--- config.mk ---
export PLATFORM = sky130hd
export DESIGN_NAME = dual_slope_ctrl
export DESIGN_NICKNAME = d
export VERILOG_FILES = /design/src/rtl/dsc_pkg.sv /design/src/rtl/sync2.sv /design/src/rtl/dual_slope_ctrl.sv
export SDC_FILE = /design/constraint.sdc
export NUM_CORES = 1
export LEC_CHECK = 0
export BUFFER_PORTS_ARGS = -buffer_cell sky130_fd_sc_hd__buf_4
export CORE_UTILIZATION = 50
export DETAILED_ROUTE_END_ITERATION = 6
export PLACE_DENSITY_LB_ADDON = 0.25
export RECOVER_POWER = 50
export SLEW_MARGIN = 10
export SYNTH_ARGS = -nofsm -noshare
export SYNTH_HDL_FRONTEND = slang
export SYNTH_SLANG_ARGS = --single-unit
--- constraint.sdc ---
create_clock -name clk_i -period 1.6 [get_ports clk_i]
set_clock_uncertainty 0.05 [all_clocks]
set_input_delay 0.4 -clock clk_i [delete_from_list [all_inputs] [get_ports clk_i]]
set_output_delay 0.4 -clock clk_i [all_outputs]
set_load 0.01 [all_outputs]
--- src/rtl/dsc_pkg.sv ---
// Shared constants for the dual-slope phase sequencer: state codes, default counter
// width and the analog switch-select encoding.
`timescale 1ns/1ps
package dsc_pkg;

  localparam int unsigned CNT_W_DEF = 16;

  typedef logic [2:0] dsc_state_t;

  localparam dsc_state_t StIdle  = 3'd0;
  localparam dsc_state_t StAz    = 3'd1;
  localparam dsc_state_t StInt   = 3'd2;
  localparam dsc_state_t StDeint = 3'd3;
  localparam dsc_state_t StDone  = 3'd4;

  // Switch selects packed as {vref, vin, zero}; exactly one bit is ever set.
  typedef logic [2:0] sw_sel_t;

  localparam sw_sel_t SwZero = 3'b001;
  localparam sw_sel_t SwVin  = 3'b010;
  localparam sw_sel_t SwVref = 3'b100;

  function automatic sw_sel_t state_sw(input dsc_state_t st);
    sw_sel_t sel;
    case (st)
      StInt:   sel = SwVin;
      StDeint: sel = SwVref;
      default: sel = SwZero;
    endcase
    return sel;
  endfunction

endpackage

--- src/rtl/sync2.sv ---
// Two-flop synchronizer with asynchronous active-low reset to 0.
`timescale 1ns/1ps
module sync2 (
  input  logic clk_i,
  input  logic rst_ni,
  input  logic d_i,
  output logic q_o
);

  logic meta_q;
  logic sync_q;

  always_ff @(posedge clk_i or negedge rst_ni) begin
    if (!rst_ni) begin
      meta_q <= 1'b0;
      sync_q <= 1'b0;
    end else begin
      meta_q <= d_i;
      sync_q <= meta_q;
    end
  end

  assign q_o = sync_q;

endmodule

--- src/rtl/dual_slope_ctrl.sv ---
// Dual-slope ADC phase sequencer: auto-zero, fixed integrate, timed de-integrate.
// Define DSC_AUTOZERO_EN to insert the AZ_CYCLES-long auto-zero phase before integrate.
`timescale 1ns/1ps
module dual_slope_ctrl
  import dsc_pkg::*;
#(
  parameter int unsigned CNT_W     = CNT_W_DEF,
  parameter int unsigned N_INT     = 1000,
  parameter int unsigned MAX_DEINT = 2000,
  parameter int unsigned AZ_CYCLES = 256
) (
  input  logic             clk_i,
  input  logic             rst_ni,
  input  logic             start_i,
  input  logic             cmp_i,
  output logic             sw_zero_o,
  output logic             sw_vin_o,
  output logic             sw_vref_o,
  output logic             ref_neg_o,
  output logic             busy_o,
  output logic             done_o,
  output logic [CNT_W-1:0] result_o,
  output logic             sign_o,
  output logic             ovf_o
);

  localparam logic [CNT_W-1:0] IntLast   = CNT_W'(N_INT - 1);
  localparam logic [CNT_W-1:0] DeintLast = CNT_W'(MAX_DEINT - 1);
  localparam logic [CNT_W-1:0] DeintMax  = CNT_W'(MAX_DEINT);
`ifdef DSC_AUTOZERO_EN
  localparam logic [CNT_W-1:0] AzLast    = CNT_W'(AZ_CYCLES - 1);
`endif

  dsc_state_t       state_q, state_d;
  logic [CNT_W-1:0] cnt_q, cnt_d;
  logic [CNT_W-1:0] result_q, result_d;
  logic             sign_q, sign_d;
  logic             ovf_q, ovf_d;
  // Comparator level at the end of integrate; de-integrate ends when it changes.
  logic             pol_q, pol_d;
  logic             cmp_s;
  sw_sel_t          sw_sel;

  sync2 u_cmp_sync (
    .clk_i  (clk_i),
    .rst_ni (rst_ni),
    .d_i    (cmp_i),
    .q_o    (cmp_s)
  );

  always_comb begin
    state_d  = state_q;
    cnt_d    = cnt_q + CNT_W'(1);
    result_d = result_q;
    sign_d   = sign_q;
    ovf_d    = ovf_q;
    pol_d    = pol_q;
    unique case (state_q)
      StIdle: begin
        cnt_d = '0;
        if (start_i) begin
          result_d = '0;
          sign_d   = 1'b0;
          ovf_d    = 1'b0;
`ifdef DSC_AUTOZERO_EN
          state_d  = StAz;
`else
          state_d  = StInt;
`endif
        end
      end
`ifdef DSC_AUTOZERO_EN
      StAz: begin
        if (cnt_q == AzLast) state_d = StInt;
      end
`endif
      StInt: begin
        if (cnt_q == IntLast) begin
          pol_d   = cmp_s;
          state_d = StDeint;
        end
      end
      StDeint: begin
        // A comparator flip takes priority over a coincident timeout.
        if (cmp_s != pol_q) begin
          result_d = cnt_q;
          sign_d   = ~pol_q;
          ovf_d    = 1'b0;
          state_d  = StDone;
        end else if (cnt_q == DeintLast) begin
          result_d = DeintMax;
          sign_d   = ~pol_q;
          ovf_d    = 1'b1;
          state_d  = StDone;
        end
      end
      StDone: state_d = StIdle;
      default: state_d = StIdle;
    endcase
    if (state_d != state_q) cnt_d = '0;
  end

  always_ff @(posedge clk_i or negedge rst_ni) begin
    if (!rst_ni) begin
      state_q  <= StIdle;
      cnt_q    <= '0;
      result_q <= '0;
      sign_q   <= 1'b0;
      ovf_q    <= 1'b0;
      pol_q    <= 1'b0;
    end else begin
      state_q  <= state_d;
      cnt_q    <= cnt_d;
      result_q <= result_d;
      sign_q   <= sign_d;
      ovf_q    <= ovf_d;
      pol_q    <= pol_d;
    end
  end

  assign sw_sel    = state_sw(state_q);
  assign sw_zero_o = sw_sel[0];
  assign sw_vin_o  = sw_sel[1];
  assign sw_vref_o = sw_sel[2];
  // Reference opposes the integrated charge: comparator high means negative reference.
  assign ref_neg_o = (state_q == StDeint) & pol_q;
  assign busy_o    = (state_q != StIdle);
  assign done_o    = (state_q == StDone);
  assign result_o  = result_q;
  assign sign_o    = sign_q;
  assign ovf_o     = ovf_q;

endmodule

==> reports/qor.log, run 1 <==
[cells_and_area] fraction of layout instances using a drive strength above 1 0.412
[sta] final count of hold timing violations 0
[global_route] maximum number of pins on one net before global-route repair 41
[synth] number of instances in the synthesized netlist 170
[placement] # port buffers 27
[setup_path] Critical Path Fanout Max 3
[die] area inside the core boundary 0.00344 mm^2
[hold_path] HP Class primary input to asynchronous set/reset pin
[placement] placement-stage worst setup slack -237 ps
[route] count of nets left with antenna violations after detail routing 0
[clocking] CTS max path bufs 2
[cells_and_area] non-filler instance count after layout 289
[sta] worst-case headroom to the max-slew limit 0.363
[placement] total cell area at the placement stage 0.00236 mm^2
[route] Routed met3 length 237 um
[clocking] Clk Latency, worst-skew pair 300 ps
[synth] commonest register cell after synthesis sky130_fd_sc_hd__dfrtp_1
[die] floorplan row count 21
[global_route] first-pass GRT wire length 8050 um
[synth] part of the Yosys area used for sequential elements 0.543
[synth] post-synthesis cell area 0.00184 mm^2
[route] count of TritonRoute iterations in the first routing pass 4
[placement] weighted congestion at the end of routability-driven global placement 0.879
[die] Die Outline Area 0.00393 mm^2
[global_route] via count of the first global-routing pass 1596
[clocking] CTS clk-pin slew, worst paths 80 ps
[clocking] CTS tree done
[cells_and_area] multi-input gate area in the final layout 898 um^2
[route] detailed-route DRC error count 0
[power_and_ir_drop] maximum vdd ir drop 0.604 mV
[die] number of primary I/O pins 28
[route] initial DRC count 81
[clocking] Clk Tree Root Cell sky130_fd_sc_hd__clkbuf_8
[cells_and_area] final design instance area without fill 0.00267 mm^2
[synth] warning count from the yosys run 0
[die] die height 62.7 um
[cells_and_area] post-layout util 0.774
[sta] setup repair after global routing missed its margin true
[synth] Net Count, Synth 175
[setup_path] cell-by-cell trace of the critical path ha_2 > nor4bb_2 > nand4_1 > or3_4 > mux2_2
[sta] Fmax 0.552 GHz
[route] number of vias in the routed layout 1666
[route] routed length on met2 2540 um
[cells_and_area] Antenna Diode Count 0
[cells_and_area] Post-layout nets 247
[setup_path] data required time of the worst path 1730 ps
[synth] number of flops mapped to enable cells by yosys 0
[sta] worst hold margin 178 ps
[clocking] cts bufs inserted 5
[setup_path] start-to-end type of the worst setup path flip-flop to flip-flop
[cells_and_area] flip-flop and latch area 0.00100 mm^2
[global_route] total global-route track usage 0.273
[synth] flop and latch count out of synthesis 40
[global_route] number of antenna violations at the first check in global routing 0
[outcome] outcome complete, but fails checks
[placement] half-perimeter wire length after detailed placement 3090 um
[outcome] violations in the final reports negative setup slack
[synth] Synth async-reset ratio 1.00
[sta] Setup WS post-layout -212 ps
[route] Via density 5.76
[synth] number of library cell types mapped by synthesis 39
[setup_path] peak per-stage delay on the critical path 370 ps
[setup_path] Slowest cell on crit path sky130_fd_sc_hd__dfrtp_1
[cells_and_area] final-layout fill cell count 201
[synth] per-instance average area after synthesis 10.8 um^2
[placement] total placed cells including tap cells 272
[cells_and_area] area overhead of the layout relative to synthesis 44.6%
[route] Routed wire per std cell 17.5 um
[route] uppermost layer routed met4
[sta] slew of the pin with the lowest slew margin 956 ps
[route] detailed-route wire length 5070 um
[die] starting density of the core 0.535
[die] floorplan die width 62.7 um
[power_and_ir_drop] Pwr per Cell Area 707 mW/mm^2
[sta] final setup fails 41
[sta] min cycle time layout 1810 ps
[clocking] CTS H-tree depth 2
[global_route] remaining global-route overflow 0
[clocking] clock tree sinks 40
[setup_path] data arrival time of the critical path 1950 ps
[setup_path] crit end category flip-flop
[job] maxcap violations 0
[sta] number of pins exceeding their max-slew limit in the final report 0
[sta] crit share post-route 1.13
[route] sum of routed wire segments on met1 2200 um
[power_and_ir_drop] leakage component of the power 1.27 nW
[setup_path] Worst setup SP type flip-flop
layout make-up:
cell class              count  area share
flip-flops and latches     40       0.376
multi-input cells         119       0.337
repair buffers             71       0.217
clock buffers               5      0.0258
well taps                  46      0.0216
clock inverters             3      0.0160
inverters                   5     0.00704
registers in the layout, indices dropped and copies added (netlist names):
name	cells
pol_q	1
sign_o	1
result_o	16
cnt_q	16
ovf_o	1
u_cmp_sync.meta_q	1
u_cmp_sync.q_o	1
state_q	3
cells in the mapped netlist (2+ instances only):
| library cell | count | area share |
|---|---|---|
| sky130_fd_sc_hd__nor3b_1 | 3 | 0.012 |
| sky130_fd_sc_hd__nor2_1 | 10 | 0.020 |
| sky130_fd_sc_hd__nand4_1 | 4 | 0.014 |
| sky130_fd_sc_hd__clkbuf_2 | 2 | 0.0054 |
| sky130_fd_sc_hd__nand2_1 | 14 | 0.029 |
| sky130_fd_sc_hd__inv_1 | 5 | 0.010 |
| sky130_fd_sc_hd__xnor2_1 | 13 | 0.062 |
| sky130_fd_sc_hd__nand3_1 | 6 | 0.016 |
| sky130_fd_sc_hd__a21oi_1 | 20 | 0.054 |
| sky130_fd_sc_hd__or3_1 | 3 | 0.010 |
| sky130_fd_sc_hd__dfrtp_1 | 40 | 0.54 |
| sky130_fd_sc_hd__nor4_1 | 5 | 0.017 |
| sky130_fd_sc_hd__a22oi_1 | 3 | 0.012 |
| sky130_fd_sc_hd__and2_1 | 2 | 0.0068 |
| sky130_fd_sc_hd__nor3_1 | 4 | 0.011 |
| sky130_fd_sc_hd__nand3b_1 | 2 | 0.0081 |
| sky130_fd_sc_hd__a22o_1 | 10 | 0.048 |
| sky130_fd_sc_hd__buf_2 | 2 | 0.0054 |
| sky130_fd_sc_hd__xor2_1 | 2 | 0.0095 |
final timing paths:
path | from | endpoint | slack (ps) | depth (start not counted)
max reg2reg | cnt_q[1] | pol_q | -210 | 5
min in group clk_i | cmp_i | u_cmp_sync.meta_q | 180 | 1
max | cnt_q[1] | pol_q | -210 | 5
max in group asynchronous | rst_ni | cnt_q[1] | 720 | 1
min reg2reg | u_cmp_sync.meta_q | u_cmp_sync.q_o | 300 | 0
min | rst_ni | cnt_q[10] | 180 | 1
power breakdown:
part	switching [W]	internal, W	total [W]
Combinational	0.0000254	0.00000845	0.0000339
Sequential	0.00000168	0.00101	0.00101
Clock	0.000373	0.000462	0.000835
Total	0.000401	0.00148	0.00188
critical path, delay by kind of cell (launching register included):
| family | cells | cell delay (ps) |
|---|---|---|
| flops | 1 | 370 |
| fa+ha+maj | 1 | 210 |
| simple gates | 3 | 790 |
| mux | 1 | 280 |
through the flow:
| stage | setup TNS, ps | total power (W) |
|---|---|---|
| finish | -5650 | 0.00188 |
| global route | -7670 | 0.00195 |
| CTS | -3790 | 0.00189 |
| detailed placement | -5690 | 0.00107 |
| global placement | -2340 | 0.00107 |
| floorplan | -1770 | 0.00104 |
metal layers:
metal	vias up	GRT usage
li1	760	-
met1	841	0.376
met2	56	0.413
met3	9	0.0712
met4	0	0.105
met5	-	0
timing repair:
item                                    4_1_cts  5_1_grt
setup buffers                                 5        3
hold buffers                                  0        0
resized for setup                            15       11
endpoints found under the setup margin       42       43
pin swaps                                     8        8
gates cloned                                  1        0
cells by family (layout without fill, tap and decap cells):
logic type	count (synthesis)	count (layout)	share of synthesized area
and+or+nand+nor	62	62	0.197
DFF	40	40	0.543
AOI/OAI and AO/OA	38	39	0.135
xor gates and xnor gates	15	15	0.0713
buffers and inverters	12	84	0.0353
muxes	2	2	0.0115
adders and majority gates	1	1	0.00679
layout by cell type, fill, tap and decap left out, types with 2 or more instances in the layout:
master / n
sky130_fd_sc_hd__buf_4: 61
sky130_fd_sc_hd__dfrtp_1: 40
sky130_fd_sc_hd__a21oi_1: 17
sky130_fd_sc_hd__nand2_1: 14
sky130_fd_sc_hd__xnor2_1: 13
sky130_fd_sc_hd__a22o_1: 10
sky130_fd_sc_hd__nor2_1: 9
sky130_fd_sc_hd__buf_6: 6
sky130_fd_sc_hd__nand3_1: 5
sky130_fd_sc_hd__nor4_1: 5
sky130_fd_sc_hd__clkbuf_8: 5
sky130_fd_sc_hd__inv_1: 4
sky130_fd_sc_hd__nand4_1: 4
sky130_fd_sc_hd__nor3_1: 4
sky130_fd_sc_hd__nor3b_1: 3
sky130_fd_sc_hd__a21oi_2: 3
sky130_fd_sc_hd__or3_4: 2
sky130_fd_sc_hd__nand3b_1: 2
sky130_fd_sc_hd__and2_1: 2
sky130_fd_sc_hd__o31ai_4: 2
sky130_fd_sc_hd__a22oi_2: 2
sky130_fd_sc_hd__buf_12: 2
(Power assumes the default switching activity.)
==> run 2: changes to the inputs <==
--- a/config.mk
+++ b/config.mk
@@ -5,8 +5,10 @@
 export SDC_FILE = /design/constraint.sdc
 export NUM_CORES = 1
 export LEC_CHECK = 0
+export ABC_AREA = 1
 export BUFFER_PORTS_ARGS = -buffer_cell sky130_fd_sc_hd__buf_4
-export CORE_UTILIZATION = 50
+export CORE_UTILIZATION = 54
+export CTS_BUF_LIST = sky130_fd_sc_hd__clkbuf_8
 export DETAILED_ROUTE_END_ITERATION = 6
 export PLACE_DENSITY_LB_ADDON = 0.25
 export RECOVER_POWER = 50
==> run 2 against run 1 <==
The flow still finishes with violations (negative setup slack); total power rose by 5.9%; sequential power barely moved; area after synthesis rose by 15%; register-to-register slack improved by 120 ps; largest cell class is now multi-input combinational cells; non-clock buffer count fell by 12; sequential cell count did not move; highest routed layer unchanged; die area rose by 5.9%.
==> reports/qor.log, run 2 <==
[route] Routed wire per std cell 15.0 um [-15%]
[clocking] CTS max path bufs 2 [unchanged]
[power_and_ir_drop] sequential group share of total power 0.509 [-0.030]
[route] count of nets left with antenna violations after detail routing 0 [unchanged]
[synth] count leader, synth sky130_fd_sc_hd__nand2_1
[die] die height 64.5 um [+2.9%]
[setup_path] worst reg-to-reg path cell count 9 [+4]
[setup_path] setup slack of the worst register-to-register path -90 ps [+120 ps]
[synth] largest area contributor in the synthesized netlist sky130_fd_sc_hd__dfrtp_1
[global_route] via count of the first global-routing pass 1634 [+2.4%]
[route] detailed-route wire length 5280 um [+4.2%]
[die] floorplan die width 64.5 um [+2.9%]
[power_and_ir_drop] overall power after layout 0.00199 W [+5.9%]
[clocking] CTS Hold Buffers Added 0 [unchanged]
[power_and_ir_drop] maximum vdd ir drop 0.609 mV [+0.79%]
[cells_and_area] Post-layout nets 310 [+26%]
[global_route] maximum number of pins on one net before global-route repair 41 [unchanged]
[cells_and_area] non-filler instance count after layout 353 [+22%]
[cells_and_area] commonest non-fill, non-tap cell in the layout sky130_fd_sc_hd__nand2_1
[die] area inside the core boundary 0.00372 mm^2 [+8.0%]
[cells_and_area] final design instance area without fill 0.00282 mm^2 [+5.9%]
[outcome] violations in the final reports negative setup slack
[global_route] total global-route track usage 0.230 [-0.0425]
[cells_and_area] area overhead of the layout relative to synthesis 33.6%
[clocking] Clk Tree Root Cell sky130_fd_sc_hd__clkbuf_8
[sta] crit share post-route 1.07 [-0.0600]
[clocking] CTS tree done
[die] floorplan row count 22 [+4.8%]
[die] number of primary I/O pins 28 [unchanged]
[global_route] remaining global-route overflow 0 [unchanged]
[sta] worst-case headroom to the max-slew limit 0.356 [-0.00659]
[sta] Fmax 0.583 GHz [+5.6%]
[route] initial DRC count 124 [+53%]
[global_route] first-pass GRT wire length 7270 um [-9.6%]
[hold_path] Hold Crit Start cmp_i
[clocking] Clk Latency, worst-skew pair 290 ps [about the same]
[setup_path] data arrival time of the critical path 1270 ps [-680 ps]
[route] Via density 5.25 [-8.9%]
[sta] min cycle time layout 1720 ps [-96.0 ps]
[synth] part of the Yosys area used for sequential elements 0.474 [-0.0692]
[sta] setup repair after global routing missed its margin true
[route] number of vias in the routed layout 1853 [+11%]
[cells_and_area] Antenna Diode Count 0 [unchanged]
[synth] warning count from the yosys run 0 [unchanged]
[synth] per-instance average area after synthesis 8.52 um^2 [-21%]
[power_and_ir_drop] Internal Power 0.00164 W [+10%]
[power_and_ir_drop] leakage component of the power 1.37 nW [+7.8%]
[setup_path] Worst setup SP type flip-flop
[route] count of TritonRoute iterations in the first routing pass 4 [unchanged]
[outcome] outcome complete, but fails checks
[placement] weighted congestion at the end of routability-driven global placement 0.919 [+4.6%]
[clocking] clock tree sinks 40 [unchanged]
[synth] proportion of netlist area held by the largest area contributor 0.474 [-0.0692]
[synth] post-synthesis cell area 0.00211 mm^2 [+15%]
[synth] number of flops mapped to enable cells by yosys 0 [unchanged]
[sta] Setup WS post-layout -116 ps [+96.0 ps]
[setup_path] origin of the critical flop-to-flop path state_q[2]
[setup_path] start-to-end type of the worst setup path flip-flop to output pin
[clocking] CTS clk-pin slew, worst paths 70 ps [about the same]
[setup_path] endpoint of the worst register-to-register path cnt_q[0]
[setup_path] Critical Path Fanout Max 4 [+1]
[power_and_ir_drop] switching power of the nets 0.000356 W [-11%]
[synth] commonest register cell after synthesis sky130_fd_sc_hd__dfrtp_1
[clocking] CTS H-tree depth 2 [unchanged]
[die] starting density of the core 0.568 [+0.0329]
[power_and_ir_drop] combinational cell fraction of total power 0.019 [about the same]
[synth] ranking of synthesized cells by area sky130_fd_sc_hd__dfrtp_1 47%, sky130_fd_sc_hd__nand2_1 11%, sky130_fd_sc_hd__nand3_1 5.7%
[synth] number of instances in the synthesized netlist 248 [+46%]
[route] detailed-route DRC error count 0 [unchanged]
[synth] leading cell types by count after synthesis 61 x sky130_fd_sc_hd__nand2_1, 40 x sky130_fd_sc_hd__dfrtp_1, 27 x sky130_fd_sc_hd__nor2_1
[power_and_ir_drop] Pwr per Cell Area 707 mW/mm^2 [about the same]
[placement] total placed cells including tap cells 330 [+21%]
[synth] flop and latch count out of synthesis 40 [unchanged]
[clocking] cts bufs inserted 5 [unchanged]
[placement] total cell area at the placement stage 0.00243 mm^2 [+3.0%]
[die] Die Outline Area 0.00417 mm^2 [+5.9%]
[synth] number of library cell types mapped by synthesis 28 [-28%]
[cells_and_area] fraction of layout instances using a drive strength above 1 0.416 [+0.00487]
[power_and_ir_drop] power share of the clock group 0.472 [+0.029]
[sta] slew of the pin with the lowest slew margin 966 ps [+9.88 ps]
[hold_path] Hold Path Sink u_cmp_sync.meta_q
[global_route] number of antenna violations at the first check in global routing 0 [unchanged]
[synth] Synth async-reset ratio 1.00 [unchanged]
[job] maxcap violations 0 [unchanged]
[setup_path] crit end category output pin
[synth] Net Count, Synth 253 [+45%]
[hold_path] HP Class primary input to flip-flop
[power_and_ir_drop] Switching Share 0.179 [-0.0340]
[sta] final setup fails 22 [-46%]
[placement] half-perimeter wire length after detailed placement 3190 um [+3.2%]
[cells_and_area] leading cell types in the layout, fill and taps excluded 56 x sky130_fd_sc_hd__nand2_1, 40 x sky130_fd_sc_hd__buf_4, 37 x sky130_fd_sc_hd__dfrtp_1
[placement] # port buffers 27 [unchanged]
[sta] final count of hold timing violations 0 [unchanged]
[sta] number of pins exceeding their max-slew limit in the final report 0 [unchanged]
[setup_path] data required time of the worst path 1150 ps [-580 ps]
[hold_path] number of stages on the worst hold path 1
[run 2: changes by cell type after synthesis, sizes merged, moves of 4 or more]
| cell | change |
|---|---|
| nand2 | +50 |
| nand3 | +30 |
| nor2 | +30 |
| a21oi | -19 |
| inv | +15 |
| a22o | -10 |
| xnor2 | -10 |
| xor2 | +7 |
| buf | +6 |
| nor4 | -6 |
| or2 | +6 |
| nor3 | +5 |
| nand4 | -4 |
| o21ai | +4 |
[run 2: cell families after synthesis]
group / after synthesis / share of synthesized area
AND/OR/NAND/NOR: 157 / 0.370
flip-flops: 40 / 0.474
XOR/XNOR: 12 / 0.0587
AO/OA/AOI/OAI: 7 / 0.0195
adder cells (fa/ha/maj): 1 / 0.00592
buffers and inverters: 31 / 0.0717
[run 2: cell type report]
class	instances	area [um^2]
clock inverters	2	60.1
flip-flops and latches	40	1000
repair buffers	59	460
fillers	239	895
well taps	48	60.1
clock buffers	5	68.8
inverters	21	81.3
multi-input cells	178	1090
[run 2: timing repair]
item                       in CTS  in global routing
resized for setup              11                 35
setup endpoints to repair      18                 40
cloned                          0                  2
buffers inserted                9                  5
pin swaps                       3                  9
[run 2: worst max-delay path by stage]
stage	startpoint	to	slack, ps	cells after the start
finish	state_q[2]	sw_vref_o	-120	5
CTS	state_q[0]	busy_o	-50	5
global route	state_q[2]	sw_vref_o	-140	5
detailed placement	cnt_q[0]	cnt_q[3]	-40	8
floorplan	state_q[2]	cnt_q[11]	30	9
global placement	cnt_q[0]	cnt_q[6]	40	8
[run 2: critical path, cell delays in order (launching register included)]
cell	delay, ps
sky130_fd_sc_hd__dfrtp_1	420
sky130_fd_sc_hd__inv_2	160
sky130_fd_sc_hd__nand3_4	120
sky130_fd_sc_hd__inv_4	90
sky130_fd_sc_hd__buf_6	100
sky130_fd_sc_hd__buf_6	90
[run 2: metal layers]
| layer | global-route usage | wire length [um] | vias to the layer above |
|---|---|---|---|
| li1 | - | - | 896 |
| met1 | 0.291 | 2180 | 879 |
| met2 | 0.383 | 2790 | 70 |
| met3 | 0.0528 | 246 | 8 |
| met4 | 0.0861 | 56 | 0 |
| met5 | 0 | 0 | - |
[run 2: per-stage QoR]
stage / worst slack (ps) / hold WS, ps / utilization / setup TNS, ps
2_1_floorplan: 27.0 / 54.4 / - / 0
3_3_place_gp: 44.6 / 283 / 0.654 / 0
3_5_place_dp: -36.5 / 316 / 0.654 / -156
4_1_cts: -51.4 / 37.1 / 0.716 / -157
5_1_grt: -138 / 183 / 0.759 / -2010
6_report: -116 / 188 / 0.759 / -1080
[run 2: power groups by stage]
stage	clock (W)	sequential [W]	combinational, W
after floorplan	0	0.00104	0.0000106
after global placement	0	0.00103	0.0000367
after detailed placement	0	0.00104	0.0000371
after CTS	0.000954	0.00102	0.0000374
after global routing	0.00100	0.00102	0.0000424
final	0.000941	0.00102	0.0000375
